[src/rtl/round_sequencer.sv]
// rtl/round_sequencer.sv - multi-round reaction game controller: phase sequencing, target latch, error scoring
module round_sequencer #(
    parameter int ROUNDS     = 4,
    parameter int WIN_THRESH = 500,
    parameter int MAX_NUM    = 9999,
    parameter int SHOW_TICKS = 100000000
) (
    input  logic        clk,
    input  logic        rst,
    input  logic        btnS,
    input  logic [13:0] rand_num,
    input  logic [13:0] number,
    output logic        count_en,
    output logic        count_clr,
    output logic [1:0]  select,
    output logic [13:0] target,
    output logic [13:0] err,
    output logic [15:0] total,
    output logic [3:0]  round_idx,
    output logic [15:0] led,
    output logic        done
);

    localparam logic [13:0] MAX_N     = 14'(MAX_NUM);
    localparam logic [13:0] WIN_T     = 14'(WIN_THRESH);
    localparam logic [3:0]  LAST_R    = 4'(ROUNDS - 1);
    localparam logic [31:0] SHOW_LAST = 32'(SHOW_TICKS - 1);

    typedef enum logic [2:0] {
        S_IDLE,
        S_ARM,
        S_RUN,
        S_JUDGE,
        S_SHOW,
        S_DONE
    } state_t;

    state_t      state, state_nxt;
    logic        btns_q;
    logic        press;
    logic        arm_new;
    logic [31:0] timer;

    logic signed [14:0] diff;
    logic signed [14:0] diff_mag;
    logic        [13:0] err_calc;
    logic        [16:0] sum_calc;
    logic        [1:0]  select_nxt;

    // Rising edge of the (already synchronised) start/stop button.
    assign press = btnS & ~btns_q;

    // Round error magnitude and 17-bit running sum used in the judge cycle.
    always_comb begin
        diff     = $signed({1'b0, number}) - $signed({1'b0, target});
        diff_mag = diff[14] ? -diff : diff;
        err_calc = diff_mag[13:0];
        sum_calc = {1'b0, total} + {3'b000, err_calc};
    end

    // Next-state logic and the display phase code of the upcoming state.
    always_comb begin
        state_nxt  = state;
        select_nxt = 2'd0;
        case (state)
            S_IDLE:  if (press) state_nxt = S_ARM;
            S_ARM:   if (press) state_nxt = S_RUN;
            S_RUN:   if (press || (number >= MAX_N)) state_nxt = S_JUDGE;
            S_JUDGE: state_nxt = S_SHOW;
            S_SHOW: begin
                if (timer == SHOW_LAST) begin
                    state_nxt = (round_idx == LAST_R) ? S_DONE : S_ARM;
                end
            end
            S_DONE:  if (press) state_nxt = S_IDLE;
            default: state_nxt = S_IDLE;
        endcase
        case (state_nxt)
            S_IDLE:  select_nxt = 2'd0;
            S_ARM:   select_nxt = 2'd3;
            S_RUN:   select_nxt = 2'd1;
            default: select_nxt = 2'd2;
        endcase
    end

    // State register and button history; held button through reset gives no press.
    always_ff @(posedge clk) begin
        if (rst) begin
            state  <= S_IDLE;
            btns_q <= 1'b1;
        end else begin
            state  <= state_nxt;
            btns_q <= btnS;
        end
    end

    // Registered outputs, show timer and per-round scoring.
    always_ff @(posedge clk) begin
        if (rst) begin
            count_en  <= 1'b0;
            count_clr <= 1'b0;
            select    <= 2'd0;
            target    <= 14'd0;
            err       <= 14'd0;
            total     <= 16'd0;
            round_idx <= 4'd0;
            led       <= 16'd0;
            done      <= 1'b0;
            timer     <= 32'd0;
            arm_new   <= 1'b0;
        end else begin
            count_en  <= (state_nxt == S_RUN);
            count_clr <= ((state == S_IDLE) && (state_nxt == S_ARM)) ||
                         ((state == S_ARM)  && (state_nxt == S_RUN));
            select    <= select_nxt;
            done      <= (state_nxt == S_DONE);
            arm_new   <= (state_nxt == S_ARM) && (state != S_ARM);

            // A new game starts with a clean score.
            if ((state == S_IDLE) && (state_nxt == S_ARM)) begin
                total     <= 16'd0;
                led       <= 16'd0;
                round_idx <= 4'd0;
            end

            // Target is folded into 0..MAX_NUM-1 and taken once per round.
            if ((state == S_ARM) && arm_new) begin
                target <= (rand_num >= MAX_N) ? (rand_num - MAX_N) : rand_num;
            end

            if (state == S_JUDGE) begin
                err            <= err_calc;
                total          <= sum_calc[16] ? 16'hFFFF : sum_calc[15:0];
                led[round_idx] <= (err_calc < WIN_T);
            end

            if (state == S_SHOW) begin
                timer <= timer + 32'd1;
            end else begin
                timer <= 32'd0;
            end

            if ((state == S_SHOW) && (state_nxt == S_ARM)) begin
                round_idx <= round_idx + 4'd1;
            end
        end
    end

endmodule

[config.mk]
export PLATFORM = sky130hd
export DESIGN_NAME = round_sequencer
export DESIGN_NICKNAME = d
export VERILOG_FILES = /design/src/rtl/round_sequencer.sv
export SDC_FILE = /design/constraint.sdc
export NUM_CORES = 1
export LEC_CHECK = 0
export ABC_AREA = 1
export ABC_CLOCK_PERIOD_IN_PS = 5800
export CAP_MARGIN = 20
export CORE_UTILIZATION = 32
export DETAILED_ROUTE_END_ITERATION = 6
export SYNTH_ARGS = -nofsm -noshare
export SYNTH_HDL_FRONTEND = slang
export SYNTH_SLANG_ARGS = --single-unit
[constraint.sdc]
create_clock -name clk -period 5.8 [get_ports clk]
set_clock_uncertainty 0.1 [all_clocks]
set_input_delay 1.16 -clock clk [delete_from_list [all_inputs] [get_ports clk]]
set_output_delay 1.16 -clock clk [all_outputs]
set_load 0.05 [all_outputs]
==> results.py, run 1 <==
metrics = {
    "run_status": {
        "status": "completed",
    },
    "yosys": {
        "synth_warnings": 0,
        "ys_seq_area_share_pct": 30.1,
        "ys_seq_elements": 106,
        "ys_top_cells_by_area": "dfxtp_1 (30%), nand2_1 (12%), inv_1 (8.9%), a21oi_1 (7.0%), ha_1 (6.6%)",
        "async_flop_share_pct": 0,
        "netlist_area_sq_um": 7060,
        "syn_nets": 1131,
        "synthFlopType": "dfxtp_1",
        "synth_area_per_cell_sq_um": 6.65,
        "synth_edf_count": 0,
        "syn_inst": 1061,
        "ys_types": 54,
        "yosysTopAreaCell": "dfxtp_1",
        "synth_top_area_share_pct": 30.1,
    },
    "detailed_routing": {
        "first_pass_iters": 4,
        "drtAntennaViolNets": 0,
        "routed_via_density": 4.80,
        "drc": 0,
        "wire_per_inst_microns": 12.9,
        "drtIter0Drc": 444,
        "via_count": 6862,
        "drt-total-wl_microns": 18500,
    },
    "clock_network": {
        "htree_levels": 3,
        "clk_pin_slew_ps": 70,
        "cts_tree": "done",
        "cts_setup_buffers": 0,
        "cts_resized": 0,
        "cts_buffer_depth": 2,
        "numCtsBuffers": 9,
        "root_buffer": "clkbuf_16",
        "hold_buffers": 0,
        "clock-sinks": 106,
        "insertion_delay_ps": 360,
    },
    "floorplan": {
        "die_x_microns": 150,
        "rows": 53,
        "fp.coreArea_sq_um": 21300,
        "dieArea_sq_um": 22600,
        "io_pins": 100,
        "initial_core_util_pct": 33.1,
        "die-height_microns": 150,
    },
    "timing": {
        "period_needed_ps": 5040,
        "hold_viol": 0,
        "tns_ps": 0,
        "max-slew-margin-rel_pct": 32.1,
        "finalSetupViolCount": 0,
        "rsz0062_at_grt": "no",
        "fin_crit_sh_pct": 87.0,
        "worstMarginPinSlew_ps": 1010,
        "slew_violations": 0,
        "fmax_mhz": 198,
    },
    "worst_setup_path": {
        "worstRegToRegCells": 25,
        "crit_path_start_kind": "input pin",
        "cp.arrival_ps": 5230,
        "cp_data_required_time_ps": 5980,
        "crit_path_end_kind": "register",
        "reg2reg_to": "total[5]",
        "reg2reg_from": "target[0]",
        "path_class": "input pin to register",
        "path_max_fanout": 13,
        "r2r_slack_ps": 1710,
    },
    "finish": {
        "n_antenna_cell": 0,
        "drive_gt1_share_pct": 6.93,
        "syn2layout_area_growth_pct": 21.4,
        "nNetsFinal": 1222,
        "multi_input_area_sq_um": 4170,
        "regArea_sq_um": 2120,
        "fillers": 2244,
    },
    "placed_design": {
        "globalplace.congestion": 0.857,
        "numPortBuffers": 99,
        "dpl.hpwl_microns": 14300,
    },
    "power_and_ir_drop": {
        "power.density_nw_per_um2": 192,
        "p_int_uw": 1140,
        "p_seq_share_pct": 44.6,
        "pwr-share-comb_pct": 18.9,
        "finalPower_uw": 1640,
        "p_clk_share_pct": 36.5,
        "ir_worst_vdd_uv": 132,
        "switching_share_pct": 30.4,
        "p_switching_uw": 499,
        "leakage_uw": 0.00361,
    },
    "min_path": {
        "whs_path_depth": 1,
        "holdCritStartpoint": "timer[0]",
        "hp-class": "register to register",
        "worstHoldEndpoint": "timer[0]",
    },
    "grt": {
        "antenna_found_initial": 0,
        "track_usage_pct": 17.2,
        "first_global_vias": 6531,
        "grt_pass1_wl_microns": 31200,
        "grt_start_max_net_pins": 58,
        "grt_remaining_overflow": 0,
    },
    "job": {
        "maxCapViolCount": 0,
    },
}
-- power groups by stage --
stage	sequential (uW)	combinational, uW	clock, uW
after detailed placement	750	310	0
after CTS	733	312	613
final	733	310	599
after floorplan	759	225	0
after global routing	734	354	644
after global placement	750	311	0
-- worst max-delay path by stage --
stage	startpoint	slack [ps]	end	cells past startpoint
floorplan	number[0]	1150	total[12]	26
global placement	number[0]	490	total[5]	27
detailed placement	number[0]	420	total[5]	27
CTS	number[0]	790	total[5]	27
global route	number[0]	170	total[15]	26
finish	number[0]	760	total[5]	27
-- state kept, by name, summed over array words and instances, names as in the netlist --
register,cells
timer,32
count_en,1
total,16
select,2
target,14
err,14
round_idx,4
state,3
count_clr,1
arm_new,1
done,1
led,16
btns_q,1
-- cell usage after synthesis, types with 4 or more instances --
library cell and count:
clkbuf_1 15, o211ai_1 22, nor2_4 6, nand3_1 50, a21oi_1 98, nand3_2 7, nand3b_1 5, o21ai_0 53
nor4_1 7, o21bai_1 4, xor2_1 10, inv_1 167, nand2_1 224, nand4_1 33, xnor2_1 13, ha_1 37
nor2_1 107, nand2_2 23, nor3_1 18, dfxtp_1 106, nor2_2 6
-- cells by family after synthesis --
family / Yosys count / synth area share [%]
DFF: 106 / 30.1
and+or+nand+nor: 501 / 32.9
AOI/OAI and AO/OA: 198 / 15.9
adders and majority gates: 39 / 7.13
xor gates and xnor gates: 24 / 3.09
buffers and inverters: 193 / 10.9
-- stage by stage --
stage / worst slack (ps) / utilization [%] / area (sq um) / hold WS (ps) / cells
3_3_place_gp: 491 / 39.0 / 8290 / 333 / 1416
5_1_grt: 174 / 40.2 / 8560 / 391 / 1430
2_1_floorplan: 1150 / - / 7060 / 318 / 1061
6_report: 756 / 40.2 / 8560 / 358 / 1430
4_1_cts: 791 / 40.2 / 8560 / 358 / 1430
3_5_place_dp: 417 / 39.0 / 8290 / 342 / 1416
-- worst max-delay path, stage by stage --
cell             delay, ps
clkdlybuf4s50_1        470
inv_1                   50
ha_1                   210
fa_1                   530
ha_1                   170
a21boi_2               190
nand3_2                110
nor2_1                 120
nand2_2                 90
nor2_4                 130
nand2_2                 60
nand2_2                 70
nand2_1                 60
nand2_2                 80
inv_1                   50
ha_1                   340
nand2_1                100
nor2_1                 140
nand3_1                100
o2111ai_1              160
nand3_1                110
nand2_1                110
nand3_1                120
buf_4                  220
o21ai_0                 80
nand2_1                 70
a21oi_1                130
-- placed cells by master, fill, tap and decap left out, drive strengths merged --
master	Yosys	routed
clkdlybuf4s50	0	98
clkbuf	15	11
inv	169	171
nand2	248	248
a31oi	2	2
a21oi	101	101
o21a	1	1
ha	37	37
o21bai	4	4
clkinvlp	0	1
a211oi	3	3
o311ai	1	1
a21boi	2	2
fa	2	2
o2111ai	1	1
nor3	19	19
o22ai	1	1
nor3b	4	4
nand3b	5	5
or2	7	7
xnor2	13	13
o21ai	57	57
and3	1	1
o211ai	22	22
nor4	7	7
o31ai	2	2
buf	8	6
nand3	57	57
nor2	120	120
xor2	11	11
nand4	33	33
dfxtp	106	106
a221oi	1	1
-- routing by layer --
metal / vias up / wire, microns / GRT usage (%)
met4: 0 / 322 / 5.66
met2: 122 / 8120 / 27.8
met3: 18 / 879 / 3.42
li1: 3652 / - / -
met1: 3070 / 9170 / 22.8
met5: - / 0 / 0
-- layout make-up --
type | instances | share of cell area [%]
well taps | 275 | 4.02
multi-input cells | 762 | 48.7
flip-flops and latches | 106 | 24.8
repair buffers | 104 | 12.0
clock inverters | 3 | 0.292
inverters | 169 | 7.44
clock buffers | 11 | 2.84
Power figures use the tool's default switching activity.
==> run 2, diff against run 1 <==
--- a/config.mk
+++ b/config.mk
@@ -8,8 +8,11 @@
 export ABC_AREA = 1
 export ABC_CLOCK_PERIOD_IN_PS = 5800
 export CAP_MARGIN = 20
+export CORE_MARGIN = 8
 export CORE_UTILIZATION = 32
+export CTS_CLUSTER_DIAMETER = 60
 export DETAILED_ROUTE_END_ITERATION = 6
+export SLEW_MARGIN = 10
 export SYNTH_ARGS = -nofsm -noshare
 export SYNTH_HDL_FRONTEND = slang
 export SYNTH_SLANG_ARGS = --single-unit
==> results.py, run 2 (same netlist as run 1, synthesis figures left out) <==
metrics = {
    "worst_setup_path": {
        "path_class": "input pin to register",
        "cp.arrival_ps": 5280,
        "crit_path_end_kind": "register",
        "reg2reg_from": "target[0]",
        "crit_start": "number[0]",
        "cp_data_required_time_ps": 5980,
        "crit_path_start_kind": "input pin",
        "path_delay_family": "simple AND/OR/NAND/NOR gates",
        "critPathMostFrequentCell": "nand2_1",
        "cp_cell_sequence": "clkdlybuf4s50_1, inv_1, ha_1, fa_1, ha_1, a21boi_2, nand3_2, nor2_1, nand2_2, nand2_1, xor2_2, inv_1, ha_1, nand2_1, nor3_1, nand3_1, o2111ai_1, nand3_1, nand2_1, nand3_1, buf_4, nand3b_1, nand2_1, a21oi_1",
        "cpPeakStageDelay_ps": 540,
        "path_max_fanout": 13,
        "slowest_stage": "fa_1",
        "cp_num_buf_inv": 4,
    },
    "clock_network": {
        "cts_buffer_depth": 2,
        "clk_pin_slew_ps": 70,
        "insertion_delay_ps": 370,
        "clock-sinks": 106,
        "htree_levels": 3,
        "root_buffer": "clkbuf_16",
        "cts_resized": 0,
        "hold_buffers": 0,
        "cts_setup_buffers": 0,
        "cts_tree": "done",
        "numCtsBuffers": 9,
    },
    "detailed_routing": {
        "drc": 0,
        "drtAntennaViolNets": 0,
        "first_pass_iters": 5,
        "drtIter0Drc": 342,
        "via_count": 6905,
        "routed_via_density": 4.81,
        "wire_per_inst_microns": 13.5,
        "drt-total-wl_microns": 19400,
    },
    "floorplan": {
        "io_pins": 100,
        "fp.coreArea_sq_um": 21800,
        "die_x_microns": 164,
        "rows": 54,
        "initial_core_util_pct": 32.4,
        "die-height_microns": 164,
        "dieArea_sq_um": 27100,
    },
    "timing": {
        "worstMarginPinSlew_ps": 986,
        "hold_ws_ps": 353,
        "period_needed_ps": 5100,
        "rsz0062_at_grt": "no",
        "slew_violations": 0,
        "fmax_mhz": 196,
        "tns_ps": 0,
        "fin_crit_sh_pct": 87.9,
        "finalSetupViolCount": 0,
        "max-slew-margin-rel_pct": 33.8,
        "hold_viol": 0,
    },
    "power_and_ir_drop": {
        "finalPower_uw": 1730,
        "leakage_uw": 0.00363,
        "ir_worst_vdd_uv": 135,
        "switching_share_pct": 29.3,
        "p_switching_uw": 506,
        "p_seq_share_pct": 42.4,
        "power.density_nw_per_um2": 201,
        "p_clk_share_pct": 39.5,
        "p_int_uw": 1220,
        "pwr-share-comb_pct": 18.1,
    },
    "grt": {
        "grt_pass1_wl_microns": 32500,
        "grt_start_max_net_pins": 58,
        "track_usage_pct": 14.7,
        "antenna_found_initial": 0,
        "first_global_vias": 6705,
        "grt_remaining_overflow": 0,
    },
    "placed_design": {
        "dpl.hpwl_microns": 15200,
        "dp.cells": 1420,
        "globalplace.congestion": 0.809,
        "numPortBuffers": 99,
    },
    "finish": {
        "final_core_util_pct": 39.6,
        "largest-register": "timer",
        "fillers": 2361,
        "mostFrequentLayoutCell": "nand2_1",
        "n_antenna_cell": 0,
        "largest_reg_flops": 32,
        "syn2layout_area_growth_pct": 22.1,
        "instances_no_fill": 1435,
        "final_cell_mix": "nand2_1 (224), inv_1 (167), nor2_1 (107)",
        "biggestRegsByFlops": "timer x32, led x16, total x16",
        "drive_gt1_share_pct": 6.93,
        "nNetsFinal": 1221,
    },
    "run_status": {
        "status": "completed",
    },
    "min_path": {
        "hp-class": "register to register",
        "holdCritStartpoint": "timer[0]",
    },
    "job": {
        "maxCapViolCount": 0,
    },
}
## run 2: final timing paths
kind | slack, ps | cells past startpoint | endpoint
setup / recovery | 700 | 24 | total[13]
hold reg to reg | 350 | 1 | timer[0]
setup reg to reg | 1650 | 22 | total[13]
hold / removal | 350 | 1 | timer[0]
## run 2: area by class of cell
type,instances,area (sq um),share of cell area [%]
timing repair buffer,103,1020,11.8
tap,280,350,4.07
sequential,106,2120,24.6
clock buffer,10,229,2.66
inverter,169,637,7.39
clock inverter,5,87.6,1.02
multi-input combinational,762,4170,48.4
## run 2: metal layers
metal,share of wire [%],global-route usage [%]
met4,1.8,4.71
met2,44,24.1
met1,49,18.5
met3,4.8,3.54
met5,0,0
## run 2: stage by stage
| stage | instance area [sq um] | setup WS [ps] |
|---|---|---|
| 2_1_floorplan | 7060 | 1150 |
| 3_5_place_dp | 8300 | 302 |
| 6_report | 8610 | 702 |
| 5_1_grt | 8610 | 285 |
| 3_3_place_gp | 8290 | 371 |
| 4_1_cts | 8610 | 679 |
## run 2: power by group through the flow
stage	clock [uW]	combinational [uW]	sequential, uW
2_1_floorplan	0	225	759
3_3_place_gp	0	310	750
3_5_place_dp	0	312	751
4_1_cts	699	313	733
5_1_grt	731	354	734
6_report	683	312	733
